File: config.mk
export PLATFORM = sky130hd
export DESIGN_NAME = sync_fifo_ctl
export DESIGN_NICKNAME = d
export VERILOG_FILES = /design/src/rtl/sync_fifo_ctl.sv
export SDC_FILE = /design/constraint.sdc
export NUM_CORES = 1
export LEC_CHECK = 0
export CORE_MARGIN = 3
export CORE_UTILIZATION = 55
export DETAILED_ROUTE_END_ITERATION = 10
export DONT_BUFFER_PORTS = 1
export PLACE_DENSITY = 0.71
export SETUP_SLACK_MARGIN = 0.1
export SLEW_MARGIN = 10
export SYNTH_ARGS = -nofsm -noshare
export SYNTH_HDL_FRONTEND = slang
export SYNTH_SLANG_ARGS = --single-unit
File: constraint.sdc
create_clock -name clk -period 3.3 [get_ports clk]
set_clock_uncertainty 0.15 [all_clocks]
set_input_delay 0.495 -clock clk [delete_from_list [all_inputs] [get_ports clk]]
set_output_delay 0.495 -clock clk [all_outputs]
set_load 0.01 [all_outputs]
File: src/rtl/sync_fifo_ctl.sv
// Single-clock FIFO with fill count, programmable almost-full/almost-empty, flush and sticky errors.
// Define SYNC_FIFO_FWFT_EN for first-word fall-through read data; otherwise rdata is registered.
module sync_fifo_ctl #(
  parameter int unsigned DSIZE      = 8,
  parameter int unsigned ASIZE      = 4,
  parameter int unsigned AFULL_LVL  = 12,
  parameter int unsigned AEMPTY_LVL = 2
) (
  input  logic             clk,
  input  logic             rst_n,
  input  logic             winc,
  input  logic [DSIZE-1:0] wdata,
  input  logic             rinc,
  output logic [DSIZE-1:0] rdata,
  input  logic             flush,
  input  logic             err_clr,
  output logic             wfull,
  output logic             rempty,
  output logic             almost_full,
  output logic             almost_empty,
  output logic [ASIZE:0]   count,
  output logic             overflow,
  output logic             underflow
);

  localparam int unsigned DEPTH = 1 << ASIZE;
  localparam int unsigned CW    = ASIZE + 1;

  logic [DSIZE-1:0] r_mem [DEPTH];
  logic [ASIZE-1:0] r_waddr;
  logic [ASIZE-1:0] r_raddr;
  logic [CW-1:0]    r_count;
  logic             r_overflow;
  logic             r_underflow;

  logic             w_wr_ok;
  logic             w_rd_ok;
  logic             w_wr_err;
  logic             w_rd_err;

  // Status decodes straight from the registered occupancy.
  assign wfull        = (r_count == CW'(DEPTH));
  assign rempty       = (r_count == CW'(0));
  assign almost_full  = (r_count >= CW'(AFULL_LVL));
  assign almost_empty = (r_count <= CW'(AEMPTY_LVL));
  assign count        = r_count;
  assign overflow     = r_overflow;
  assign underflow    = r_underflow;

  // A flush cycle swallows both requests without raising errors.
  assign w_wr_ok  = winc & ~wfull  & ~flush;
  assign w_rd_ok  = rinc & ~rempty & ~flush;
  assign w_wr_err = winc &  wfull  & ~flush;
  assign w_rd_err = rinc &  rempty & ~flush;

  always_ff @(posedge clk) begin
    if (w_wr_ok) begin
      r_mem[r_waddr] <= wdata;
    end
  end

  always_ff @(posedge clk) begin
    if (!rst_n) begin
      r_waddr <= '0;
      r_raddr <= '0;
      r_count <= '0;
    end else if (flush) begin
      r_waddr <= '0;
      r_raddr <= '0;
      r_count <= '0;
    end else begin
      if (w_wr_ok) begin
        r_waddr <= r_waddr + ASIZE'(1);
      end
      if (w_rd_ok) begin
        r_raddr <= r_raddr + ASIZE'(1);
      end
      case ({w_wr_ok, w_rd_ok})
        2'b10:   r_count <= r_count + CW'(1);
        2'b01:   r_count <= r_count - CW'(1);
        default: r_count <= r_count;
      endcase
    end
  end

  // Sticky errors: a fresh error outranks a simultaneous clear.
  always_ff @(posedge clk) begin
    if (!rst_n) begin
      r_overflow  <= 1'b0;
      r_underflow <= 1'b0;
    end else begin
      if (w_wr_err) begin
        r_overflow <= 1'b1;
      end else if (err_clr) begin
        r_overflow <= 1'b0;
      end
      if (w_rd_err) begin
        r_underflow <= 1'b1;
      end else if (err_clr) begin
        r_underflow <= 1'b0;
      end
    end
  end

`ifdef SYNC_FIFO_FWFT_EN
  assign rdata = r_mem[r_raddr];
`else
  logic [DSIZE-1:0] r_rdata;

  always_ff @(posedge clk) begin
    if (!rst_n) begin
      r_rdata <= '0;
    end else if (w_rd_ok) begin
      r_rdata <= r_mem[r_raddr];
    end
  end

  assign rdata = r_rdata;
`endif

endmodule

==> impl_metrics.xml, run 1 <==
<?xml version="1.0" encoding="UTF-8"?>
<metrics>
  <group name="die">
    <metric name="initial_core_util" unit="">0.5759</metric>
    <metric name="die_w" unit="um">110.9</metric>
    <metric name="boundaryPins" unit="">33</metric>
    <metric name="die_y" unit="um">110.9</metric>
    <metric name="core_area" unit="sq um">10510</metric>
    <metric name="die_area" unit="sq um">12300</metric>
    <metric name="placement_rows" unit="">37</metric>
  </group>
  <group name="hold_path">
    <metric name="hold_path_end" unit="">count[4]$_SDFFE_PP0P_</metric>
    <metric name="hold_path_class" unit="">in -&gt; reg</metric>
    <metric name="hold_path_startpoint" unit="">flush</metric>
    <metric name="timing.hold.worst_path_depth" unit="">3</metric>
  </group>
  <group name="synth">
    <metric name="post_synth_top_area_cell" unit="">edfxtp_1</metric>
    <metric name="synthesis.area" unit="sq um">6052</metric>
    <metric name="avgSynthCellArea" unit="sq um">16.31</metric>
    <metric name="synth-async-reset-ratio" unit="">0</metric>
    <metric name="synth_edf_count" unit="">128</metric>
    <metric name="synthDominantCellAreaShare" unit="">0.6351</metric>
    <metric name="netlist-cell-type-count" unit="">38</metric>
    <metric name="ys.flop_type" unit="">edfxtp_1</metric>
    <metric name="synth_area_leaders" unit="">edfxtp_1, dfxtp_1, mux2i_1</metric>
    <metric name="synth_seq_area_share" unit="">0.7112</metric>
    <metric name="synth_fp_nets" unit="">395</metric>
    <metric name="ys_ff_latch" unit="">151</metric>
    <metric name="syn_inst" unit="">371</metric>
    <metric name="yosysWarnings" unit="">0</metric>
  </group>
  <group name="power_and_ir_drop">
    <metric name="power_per_cell_area" unit="nW/um^2">579.8</metric>
    <metric name="power_leakage" unit="uW">0.002232</metric>
    <metric name="vdd_ir_drop_max" unit="mV">0.2617</metric>
  </group>
  <group name="cts">
    <metric name="cts.sinks" unit="">151</metric>
    <metric name="level_count_of_the_clock_h_tree" unit="">4</metric>
    <metric name="cts_setup_buffers" unit="">0</metric>
    <metric name="cts_made_buffers" unit="">17</metric>
    <metric name="cts_tree" unit="">yes</metric>
    <metric name="clkTransAtPathRegs" unit="ps">60</metric>
    <metric name="max-clock-path-buffers" unit="">2</metric>
    <metric name="insertion_delay" unit="ps">520</metric>
    <metric name="cts-root-buf" unit="">clkbuf_8</metric>
  </group>
  <group name="route">
    <metric name="vias" unit="">3242</metric>
    <metric name="detail_route.vias_per_cell" unit="">5.960</metric>
    <metric name="avgRoutedWirePerCell" unit="um">21.88</metric>
    <metric name="ant_nets" unit="">0</metric>
    <metric name="drt-pass1-iter-count" unit="">4</metric>
    <metric name="postRouteWirelength" unit="um">11900</metric>
    <metric name="detailedRoute.firstIterationViolations" unit="">340</metric>
    <metric name="drc_errors" unit="">0</metric>
  </group>
  <group name="global_route">
    <metric name="wire_length_of_the_first_global_routing_pass" unit="um">18840</metric>
    <metric name="groute.layer.met3.usage" unit="">0.06496</metric>
    <metric name="grt.met2_usage" unit="">0.3135</metric>
    <metric name="grt_antenna_before_repair" unit="">0</metric>
    <metric name="globalRoute.totalOverflow" unit="">0</metric>
    <metric name="globalRoute.busiestLayer" unit="">met2</metric>
    <metric name="globalRouteTotalUtil" unit="">0.2064</metric>
    <metric name="globalRouteMet1Util" unit="">0.2880</metric>
    <metric name="grt_max_degree" unit="">30</metric>
    <metric name="first_global_vias" unit="">3304</metric>
  </group>
  <group name="run_status">
    <metric name="status" unit="">completed</metric>
  </group>
  <group name="placed_design">
    <metric name="finalWeightedCongestion" unit="">0.8227</metric>
    <metric name="placed_cells" unit="">502</metric>
    <metric name="post-place-ws" unit="ps">367.9</metric>
    <metric name="post-dp-hpwl" unit="um">7528</metric>
    <metric name="portBuffers" unit="">0</metric>
  </group>
  <group name="finish">
    <metric name="fillers" unit="">703</metric>
    <metric name="drive_above_1_share" unit="">0.1618</metric>
    <metric name="antenna_cells" unit="">0</metric>
    <metric name="layoutNonFillerInstCount" unit="">544</metric>
    <metric name="area_delta_synth_final" unit="%">14.64</metric>
    <metric name="num-nets-final" unit="">419</metric>
  </group>
  <group name="sta">
    <metric name="post-route-period-util" unit="">0.8477</metric>
    <metric name="holdWs" unit="ps">61.14</metric>
    <metric name="max_freq" unit="MHz">357.5</metric>
    <metric name="hold_violations" unit="">0</metric>
    <metric name="grt_setup_unrepaired" unit="">false</metric>
    <metric name="finalMaxSlewViolations" unit="">0</metric>
    <metric name="period_minus_slack" unit="ps">2798</metric>
    <metric name="report.final.setup_viol" unit="">0</metric>
    <metric name="timing.setup.tns" unit="ps">0</metric>
    <metric name="relative_slew_slack" unit="">0.4419</metric>
    <metric name="finalWorstSetupSlack" unit="ps">502.5</metric>
    <metric name="worst_slew_pin_slew" unit="ps">816.0</metric>
  </group>
  <group name="setup_path">
    <metric name="worst_r2r_startpoint" unit="">count[1]$_SDFFE_PP0P_</metric>
    <metric name="rrSetupSlack" unit="ps">500</metric>
    <metric name="reg2regPathDepth" unit="">9</metric>
    <metric name="cp.required" unit="ps">3590</metric>
    <metric name="arrival" unit="ps">3090</metric>
    <metric name="crit_path_max_fanout" unit="">7</metric>
    <metric name="rr_endpoint" unit="">count[4]$_SDFFE_PP0P_</metric>
    <metric name="worst-setup-path-type" unit="">reg -&gt; reg</metric>
    <metric name="startpoint_type" unit="">flop</metric>
    <metric name="critPathCaptureType" unit="">flop</metric>
  </group>
  <group name="job">
    <metric name="timing.max_cap.violations" unit="">0</metric>
  </group>
</metrics>
==> final cells by class <==
class / count / area, sq um / share of cell area
inverters: 4 / 15.01 / 0.002164
repair buffers: 24 / 217.7 / 0.03138
flip-flops and latches: 151 / 4305 / 0.6206
clock buffers: 25 / 515.5 / 0.07430
clock inverters: 7 / 65.06 / 0.009378
well taps: 136 / 170.2 / 0.02453
multi-input cells: 197 / 1649 / 0.2377
==> logic make-up (layout without fill, tap and decap cells) <==
kind of cell / count (synthesis) / count (layout) / synth area share
buf+inv: 23 / 60 / 0.01695
xor+xnor: 9 / 9 / 0.01302
fa+ha+maj: 10 / 10 / 0.02191
flops: 151 / 151 / 0.7112
simple gates: 70 / 70 / 0.05520
compound gates: 55 / 55 / 0.06099
mux: 53 / 53 / 0.1207
==> synthesized netlist by cell type (4+ instances only) <==
library cell	n
a21oi_1	5
a22oi_1	8
a31oi_1	8
buf_2	7
clkbuf_1	8
dfxtp_1	23
edfxtp_1	128
ha_1	9
inv_1	4
mux2i_1	37
mux4_2	16
nand2_1	9
nand2b_1	5
nor2_1	35
nor2b_1	8
nor3_1	4
o21ai_0	8
o22ai_1	16
xnor2_1	4
xor2_1	5
==> flip-flops by register name (all words and copies together) (netlist names) <==
name,cells
count,5
overflow,1
r_mem,128
r_raddr,4
r_waddr,4
rdata,8
underflow,1
==> worst max-delay path by stage <==
| stage | from | end |
|---|---|---|
| floorplan | count[0]$_SDFFE_PP0P_ | count[4]$_SDFFE_PP0P_ |
| detailed placement | count[1]$_SDFFE_PP0P_ | count[4]$_SDFFE_PP0P_ |
| global placement | count[1]$_SDFFE_PP0P_ | count[4]$_SDFFE_PP0P_ |
| CTS | count[1]$_SDFFE_PP0P_ | count[4]$_SDFFE_PP0P_ |
| finish | count[1]$_SDFFE_PP0P_ | count[4]$_SDFFE_PP0P_ |
| global route | count[1]$_SDFFE_PP0P_ | count[4]$_SDFFE_PP0P_ |
==> critical path, cell delays in order, from the launching register on <==
cell and delay, ps:
dfxtp_1 550, nor4_2 140, a21oi_2 310, inv_1 80, ha_1 280, fa_1 420, a21o_1 200, a21oi_1 160
mux2i_1 230, mux2i_1 190
==> cells in the final DEF (no fill, tap or decap), types with 10 or more instances in the layout <==
| master | synthesis | routed |
|---|---|---|
| dlygate4sd3_1 | 0 | 10 |
| dfxtp_1 | 23 | 22 |
| clkbuf_16 | 0 | 17 |
| nor2_1 | 35 | 35 |
| edfxtp_1 | 128 | 128 |
| buf_4 | 2 | 13 |
| o22ai_1 | 16 | 16 |
| mux4_2 | 16 | 16 |
| mux2i_1 | 37 | 37 |
==> power breakdown <==
part           switching [uW]  internal, uW  total (uW)  leakage, uW
clock                     707          1140        1850     0.000293
sequential               7.02          2080        2080      0.00134
combinational            58.8          29.5        88.3     0.000599
total                     773          3250        4020      0.00223
==> metrics by stage <==
stage                     instance area (sq um)    util  total power, uW
after floorplan                            6052       -             2165
after CTS                                  6934  0.6598             4043
after global routing                       6938  0.6602             4140
after global placement                     6254  0.5951             2177
final                                      6938  0.6602             4023
after detailed placement                   6254  0.5951             2179
==> routing by layer <==
layer / routed length (um) / vias up
li1: - / 1498
met1: 5083 / 1615
met2: 5651 / 123
met3: 1089 / 6
met4: 80 / 0
met5: 0 / -
==> repair_timing <==
action,in CTS,in global routing
hold endpoints to repair,138,0
setup endpoints to repair,0,1
gates resized for setup,0,1
hold buffers,10,0
No activity file was read; power rests on OpenSTA's default activity.
==> inputs of run 2 (changes only) <==
clock period = 2.6 ns   (was 3.3 ns; I/O delays follow)
==> impl_metrics.xml, run 2 (synthesis gave the netlist of run 1 again) <==
<?xml version="1.0" encoding="UTF-8"?>
<metrics>
  <group name="setup_path">
    <metric name="worst-setup-path-type" unit="">reg -&gt; out</metric>
    <metric name="startpoint_type" unit="">flop</metric>
    <metric name="critical_path.max_stage_delay" unit="ps">600</metric>
    <metric name="path_buf_inv" unit="">1</metric>
    <metric name="reg2regPathDepth" unit="">8</metric>
    <metric name="cp.required" unit="ps">2060</metric>
    <metric name="rr_endpoint" unit="">count[4]$_SDFFE_PP0P_</metric>
    <metric name="arrival" unit="ps">1870</metric>
    <metric name="critPathCaptureType" unit="">output pin</metric>
    <metric name="crit_path_max_fanout" unit="">6</metric>
    <metric name="path_delay_family" unit="">simple AND/OR/NAND/NOR gates</metric>
    <metric name="critical-path-slowest-cell" unit="">or4_4</metric>
    <metric name="rrSetupSlack" unit="ps">210</metric>
    <metric name="cp_cell_sequence" unit="">buf_4 -&gt; or4_4 -&gt; nor2_1</metric>
    <metric name="worst_r2r_startpoint" unit="">count[3]$_SDFFE_PP0P_</metric>
  </group>
  <group name="placed_design">
    <metric name="finalWeightedCongestion" unit="">0.8217</metric>
    <metric name="placed_cells" unit="">505</metric>
    <metric name="dpl-instance-area" unit="sq um">6317</metric>
    <metric name="post-dp-hpwl" unit="um">7672</metric>
    <metric name="portBuffers" unit="">0</metric>
  </group>
  <group name="global_route">
    <metric name="wire_length_of_the_first_global_routing_pass" unit="um">19270</metric>
    <metric name="globalRouteMet1Util" unit="">0.3059</metric>
    <metric name="first_global_vias" unit="">3367</metric>
    <metric name="globalRouteTotalUtil" unit="">0.2105</metric>
    <metric name="grt_max_degree" unit="">29</metric>
    <metric name="groute.layer.met3.usage" unit="">0.06223</metric>
    <metric name="globalRoute.busiestLayer" unit="">met2</metric>
    <metric name="grt.met2_usage" unit="">0.3078</metric>
    <metric name="grt_antenna_before_repair" unit="">0</metric>
    <metric name="globalRoute.totalOverflow" unit="">0</metric>
  </group>
  <group name="sta">
    <metric name="report.final.setup_viol" unit="">0</metric>
    <metric name="post-route-period-util" unit="">0.9286</metric>
    <metric name="holdWs" unit="ps">54.09</metric>
    <metric name="finalMaxSlewViolations" unit="">0</metric>
    <metric name="period_minus_slack" unit="ps">2414</metric>
    <metric name="relative_slew_slack" unit="">0.4548</metric>
    <metric name="grt_setup_unrepaired" unit="">true</metric>
    <metric name="max_freq" unit="MHz">414.2</metric>
    <metric name="worst_slew_pin_slew" unit="ps">814.8</metric>
    <metric name="hold_violations" unit="">0</metric>
    <metric name="timing.setup.tns" unit="ps">0</metric>
  </group>
  <group name="die">
    <metric name="boundaryPins" unit="">33</metric>
    <metric name="die_y" unit="um">110.9</metric>
    <metric name="die_w" unit="um">110.9</metric>
    <metric name="die_area" unit="sq um">12300</metric>
    <metric name="initial_core_util" unit="">0.5759</metric>
    <metric name="core_area" unit="sq um">10510</metric>
    <metric name="placement_rows" unit="">37</metric>
  </group>
  <group name="finish">
    <metric name="drive_above_1_share" unit="">0.1871</metric>
    <metric name="largest_register" unit="">r_mem</metric>
    <metric name="finish.utilization" unit="">0.6684</metric>
    <metric name="antenna_cells" unit="">0</metric>
    <metric name="fillers" unit="">709</metric>
    <metric name="layout.cells.most_common" unit="">edfxtp_1</metric>
    <metric name="largest_register_ffs" unit="">128</metric>
    <metric name="design_area" unit="sq um">7024</metric>
    <metric name="area_delta_synth_final" unit="%">16.06</metric>
    <metric name="layoutNonFillerInstCount" unit="">553</metric>
    <metric name="layout.cells.most_common_list" unit="">edfxtp_1, mux2i_1, nor2_1, dfxtp_1, buf_4</metric>
    <metric name="num-nets-final" unit="">428</metric>
  </group>
  <group name="power_and_ir_drop">
    <metric name="power_per_cell_area" unit="nW/um^2">718.6</metric>
    <metric name="vdd_ir_drop_max" unit="mV">0.4151</metric>
    <metric name="power_leakage" unit="uW">0.002250</metric>
  </group>
  <group name="route">
    <metric name="drt-pass1-iter-count" unit="">5</metric>
    <metric name="ant_nets" unit="">0</metric>
    <metric name="drc_errors" unit="">0</metric>
    <metric name="vias" unit="">3352</metric>
    <metric name="detailedRoute.firstIterationViolations" unit="">335</metric>
    <metric name="detail_route.vias_per_cell" unit="">6.061</metric>
    <metric name="avgRoutedWirePerCell" unit="um">22.08</metric>
    <metric name="postRouteWirelength" unit="um">12210</metric>
  </group>
  <group name="run_status">
    <metric name="status" unit="">completed</metric>
  </group>
  <group name="cts">
    <metric name="cts_made_buffers" unit="">17</metric>
    <metric name="cts_tree" unit="">yes</metric>
    <metric name="cts.sinks" unit="">151</metric>
    <metric name="level_count_of_the_clock_h_tree" unit="">4</metric>
    <metric name="insertion_delay" unit="ps">510</metric>
    <metric name="cts-root-buf" unit="">clkbuf_8</metric>
    <metric name="max-clock-path-buffers" unit="">2</metric>
    <metric name="clkTransAtPathRegs" unit="ps">60</metric>
  </group>
  <group name="hold_path">
    <metric name="timing.hold.worst_path_depth" unit="">3</metric>
    <metric name="hold_path_end" unit="">count[3]$_SDFFE_PP0P_</metric>
    <metric name="hold_path_class" unit="">in -&gt; reg</metric>
    <metric name="hold_path_startpoint" unit="">rst_n</metric>
  </group>
  <group name="job">
    <metric name="timing.max_cap.violations" unit="">0</metric>
  </group>
</metrics>
-- run 2: changes by cell type in the layout (fill, tap and decap cells not counted), sizes merged --
cell         change
buf              +7
bufinv           +1
clkbuf           -7
clkinv           +2
clkinvlp         +4
dlygate4sd3      +2
-- run 2: timing repair --
item | in CTS | in global routing
hold buffers | 12 | 0
hold endpoints to repair | 140 | 0
endpoints found under the setup margin | 0 | 2
buffers inserted | 0 | 4
gates resized for setup | 0 | 3
-- run 2: metrics by stage --
stage,power [uW],worst slack [ps]
final,5048,185.6
after global routing,5198,53.06
after CTS,5078,134.9
after detailed placement,2772,162.9
after global placement,2770,228.4
after floorplan,2751,125.9
-- run 2: power breakdown --
| group | total (uW) | leakage (uW) | switching (uW) | internal [uW] |
|---|---|---|---|---|
| combinational | 125 | 0.000650 | 77.6 | 47.0 |
| sequential | 2640 | 0.00134 | 9.10 | 2640 |
| clock | 2280 | 0.000259 | 927 | 1350 |
-- run 2: layout make-up --
cell class | count | area (sq um) | area share
Sequential cell | 151 | 4310 | 0.6136
Multi-Input combinational cell | 197 | 1687 | 0.2401
Clock buffer | 18 | 417.9 | 0.05949
Timing Repair Buffer | 33 | 290.3 | 0.04133
Tap cell | 136 | 170.2 | 0.02423
Clock inverter | 14 | 133.9 | 0.01906
Inverter | 4 | 15.01 | 0.002138
-- run 2: per-layer routing --
metal | routed length [um] | share of wire | vias to the layer above
met5 | 0 | 0 | -
met4 | 181 | 0.015 | 0
met3 | 998 | 0.082 | 13
met2 | 5512 | 0.45 | 140
met1 | 5521 | 0.45 | 1687
li1 | - | - | 1512
-- run 2: worst max-delay path by stage --
stage	startpoint	slack [ps]	to	depth (start not counted)
2_1_floorplan	count[3]$_SDFFE_PP0P_	130	count[4]$_SDFFE_PP0P_	9
3_3_place_gp	count[3]$_SDFFE_PP0P_	230	count[4]$_SDFFE_PP0P_	8
3_5_place_dp	count[3]$_SDFFE_PP0P_	160	count[4]$_SDFFE_PP0P_	8
4_1_cts	count[0]$_SDFFE_PP0P_	130	rempty	3
5_1_grt	count[3]$_SDFFE_PP0P_	50	count[4]$_SDFFE_PP0P_	8
6_report	count[0]$_SDFFE_PP0P_	190	wfull	3
-- run 2: worst reg2reg max path: cells and delay by family, from the launching register on --
family | cells | cell delay, ps
compound gates | 3 | 420
mux | 2 | 430
flops | 1 | 380
fa+ha+maj | 2 | 560
simple gates | 1 | 410
==> inputs of run 3 (changes only) <==
CORE_MARGIN = 2   (was 3)
PLACE_DENSITY = 0.78   (was 0.71)
==> impl_metrics.xml, run 3 (synthesis gave the netlist of run 1 again) <==
<?xml version="1.0" encoding="UTF-8"?>
<metrics>
  <group name="power_and_ir_drop">
    <metric name="power_per_cell_area" unit="nW/um^2">731.5</metric>
    <metric name="vdd_ir_drop_max" unit="mV">0.4356</metric>
    <metric name="power_leakage" unit="uW">0.002217</metric>
  </group>
  <group name="sta">
    <metric name="post-route-period-util" unit="">0.9332</metric>
    <metric name="report.final.setup_viol" unit="">0</metric>
    <metric name="timing.setup.tns" unit="ps">0</metric>
    <metric name="grt_setup_unrepaired" unit="">true</metric>
    <metric name="hold_violations" unit="">0</metric>
    <metric name="max_freq" unit="MHz">412.1</metric>
    <metric name="finalMaxSlewViolations" unit="">0</metric>
    <metric name="period_minus_slack" unit="ps">2426</metric>
    <metric name="finalWorstSetupSlack" unit="ps">173.7</metric>
    <metric name="relative_slew_slack" unit="">0.2534</metric>
    <metric name="worst_slew_pin_slew" unit="ps">1111</metric>
  </group>
  <group name="route">
    <metric name="drc_errors" unit="">0</metric>
    <metric name="postRouteWirelength" unit="um">12390</metric>
    <metric name="ant_nets" unit="">0</metric>
    <metric name="avgRoutedWirePerCell" unit="um">22.56</metric>
    <metric name="drt-pass1-iter-count" unit="">5</metric>
    <metric name="detail_route.vias_per_cell" unit="">6.095</metric>
    <metric name="vias" unit="">3346</metric>
    <metric name="detailedRoute.firstIterationViolations" unit="">363</metric>
  </group>
  <group name="finish">
    <metric name="layoutNonFillerInstCount" unit="">549</metric>
    <metric name="drive_above_1_share" unit="">0.1589</metric>
    <metric name="layout.cells.most_common_list" unit="">edfxtp_1, mux2i_1, nor2_1, dfxtp_1</metric>
    <metric name="antenna_cells" unit="">0</metric>
    <metric name="design_area" unit="sq um">6973</metric>
    <metric name="area_delta_synth_final" unit="%">15.22</metric>
    <metric name="num-nets-final" unit="">420</metric>
    <metric name="largest_register" unit="">r_mem</metric>
    <metric name="layout.cells.most_common" unit="">edfxtp_1</metric>
    <metric name="finish.utilization" unit="">0.6461</metric>
    <metric name="largest_register_ffs" unit="">128</metric>
    <metric name="fillers" unit="">723</metric>
  </group>
  <group name="setup_path">
    <metric name="reg2regPathDepth" unit="">8</metric>
    <metric name="critical-path-slowest-cell" unit="">or4_4</metric>
    <metric name="critPathCaptureType" unit="">output pin</metric>
    <metric name="critical_path.max_stage_delay" unit="ps">600</metric>
    <metric name="rrSetupSlack" unit="ps">190</metric>
    <metric name="cp-startpoint" unit="">count[0]$_SDFFE_PP0P_</metric>
    <metric name="cp.required" unit="ps">2060</metric>
    <metric name="worst-setup-path-type" unit="">reg -&gt; out</metric>
    <metric name="rr_endpoint" unit="">count[4]$_SDFFE_PP0P_</metric>
    <metric name="startpoint_type" unit="">flop</metric>
    <metric name="crit_path_max_fanout" unit="">6</metric>
    <metric name="worst_r2r_startpoint" unit="">count[3]$_SDFFE_PP0P_</metric>
    <metric name="arrival" unit="ps">1890</metric>
    <metric name="critPathCapture" unit="">wfull</metric>
    <metric name="cp_cell_sequence" unit="">buf_4 -&gt; or4_4 -&gt; nor2_1</metric>
  </group>
  <group name="cts">
    <metric name="cts_made_buffers" unit="">17</metric>
    <metric name="insertion_delay" unit="ps">530</metric>
    <metric name="cts-root-buf" unit="">clkbuf_8</metric>
    <metric name="level_count_of_the_clock_h_tree" unit="">4</metric>
    <metric name="clkTransAtPathRegs" unit="ps">60</metric>
    <metric name="cts_tree" unit="">yes</metric>
    <metric name="max-clock-path-buffers" unit="">2</metric>
    <metric name="cts.sinks" unit="">151</metric>
    <metric name="cts_setup_buffers" unit="">0</metric>
  </group>
  <group name="die">
    <metric name="boundaryPins" unit="">33</metric>
    <metric name="die_y" unit="um">108.9</metric>
    <metric name="initial_core_util" unit="">0.5607</metric>
    <metric name="core_area" unit="sq um">10790</metric>
    <metric name="die_area" unit="sq um">11860</metric>
    <metric name="die_w" unit="um">108.9</metric>
    <metric name="placement_rows" unit="">38</metric>
  </group>
  <group name="global_route">
    <metric name="globalRoute.totalOverflow" unit="">0</metric>
    <metric name="grt_antenna_before_repair" unit="">0</metric>
    <metric name="wire_length_of_the_first_global_routing_pass" unit="um">18300</metric>
    <metric name="grt_max_degree" unit="">19</metric>
    <metric name="first_global_vias" unit="">3190</metric>
    <metric name="globalRouteTotalUtil" unit="">0.2199</metric>
  </group>
  <group name="placed_design">
    <metric name="placed_cells" unit="">506</metric>
    <metric name="finalWeightedCongestion" unit="">0.8444</metric>
    <metric name="post-place-ws" unit="ps">140.2</metric>
    <metric name="post-dp-hpwl" unit="um">7590</metric>
    <metric name="dpl-instance-area" unit="sq um">6300</metric>
    <metric name="portBuffers" unit="">0</metric>
  </group>
  <group name="run_status">
    <metric name="status" unit="">completed</metric>
  </group>
  <group name="hold_path">
    <metric name="hold_path_class" unit="">in -&gt; reg</metric>
  </group>
  <group name="job">
    <metric name="timing.max_cap.violations" unit="">0</metric>
  </group>
</metrics>
==> run 3: cell count changes in the layout (fill, tap and decap cells not counted), sizes merged <==
cell,before,now
clkbuf,18,21
buf,21,14
inv,5,4
bufinv,2,3
dlygate4sd3,12,11
clkinvlp,4,1
==> run 3: how the worst min path moves through the flow <==
stage	startpoint	endpoint	slack [ps]	cells after the start
final	rst_n	count[4]$_SDFFE_PP0P_	40	3
after floorplan	wdata[0]	r_mem[0][0]$_DFFE_PP_	340	0
after CTS	rst_n	count[4]$_SDFFE_PP0P_	30	3
after detailed placement	wdata[2]	r_mem[11][2]$_DFFE_PP_	340	0
after global placement	wdata[2]	r_mem[15][2]$_DFFE_PP_	340	0
after global routing	rst_n	count[3]$_SDFFE_PP0P_	50	3
==> run 3: routing by layer <==
layer | vias up | global-route usage | part of all wire
li1 | 1489 | - | -
met1 | 1676 | 0.3039 | 0.42
met2 | 164 | 0.3390 | 0.48
met3 | 17 | 0.06754 | 0.085
met4 | 0 | 0.06593 | 0.012
met5 | - | 0 | 0
==> run 3: worst max-delay path: cells and delay by family (launching register included) <==
kind	cells	cell delay (ps)
AND/OR/NAND/NOR	2	850
flip-flops	1	340
buffers and inverters	1	180
==> run 3: per-stage QoR <==
step	total power [uW]	hold WS, ps
floorplan	2751	338.9
global placement	2769	339.7
detailed placement	2772	339.8
CTS	5108	26.51
global route	5220	53.57
finish	5101	40.27
==> run 3: report_power, final <==
part / switching, uW / internal (uW) / total, uW
clock network: 887 / 1450 / 2330
logic: 79.2 / 43.3 / 122
registers: 9.65 / 2640 / 2650
==> run 3: layout make-up <==
type                       count  area [sq um]  share of cell area
clock buffer                  21         429.2             0.06155
tap                          140         175.2             0.02512
inverter                       4         15.01            0.002153
multi-input combinational    197          1684              0.2415
clock inverter                11         131.4             0.01884
timing repair buffer          25         227.7             0.03266
sequential                   151          4310              0.6182
==> run 3: repair_timing <==
item	4_1_cts	5_1_grt
setup endpoints to repair	0	17
hold buffers	11	0
hold endpoints to repair	140	0
resized for setup	0	1
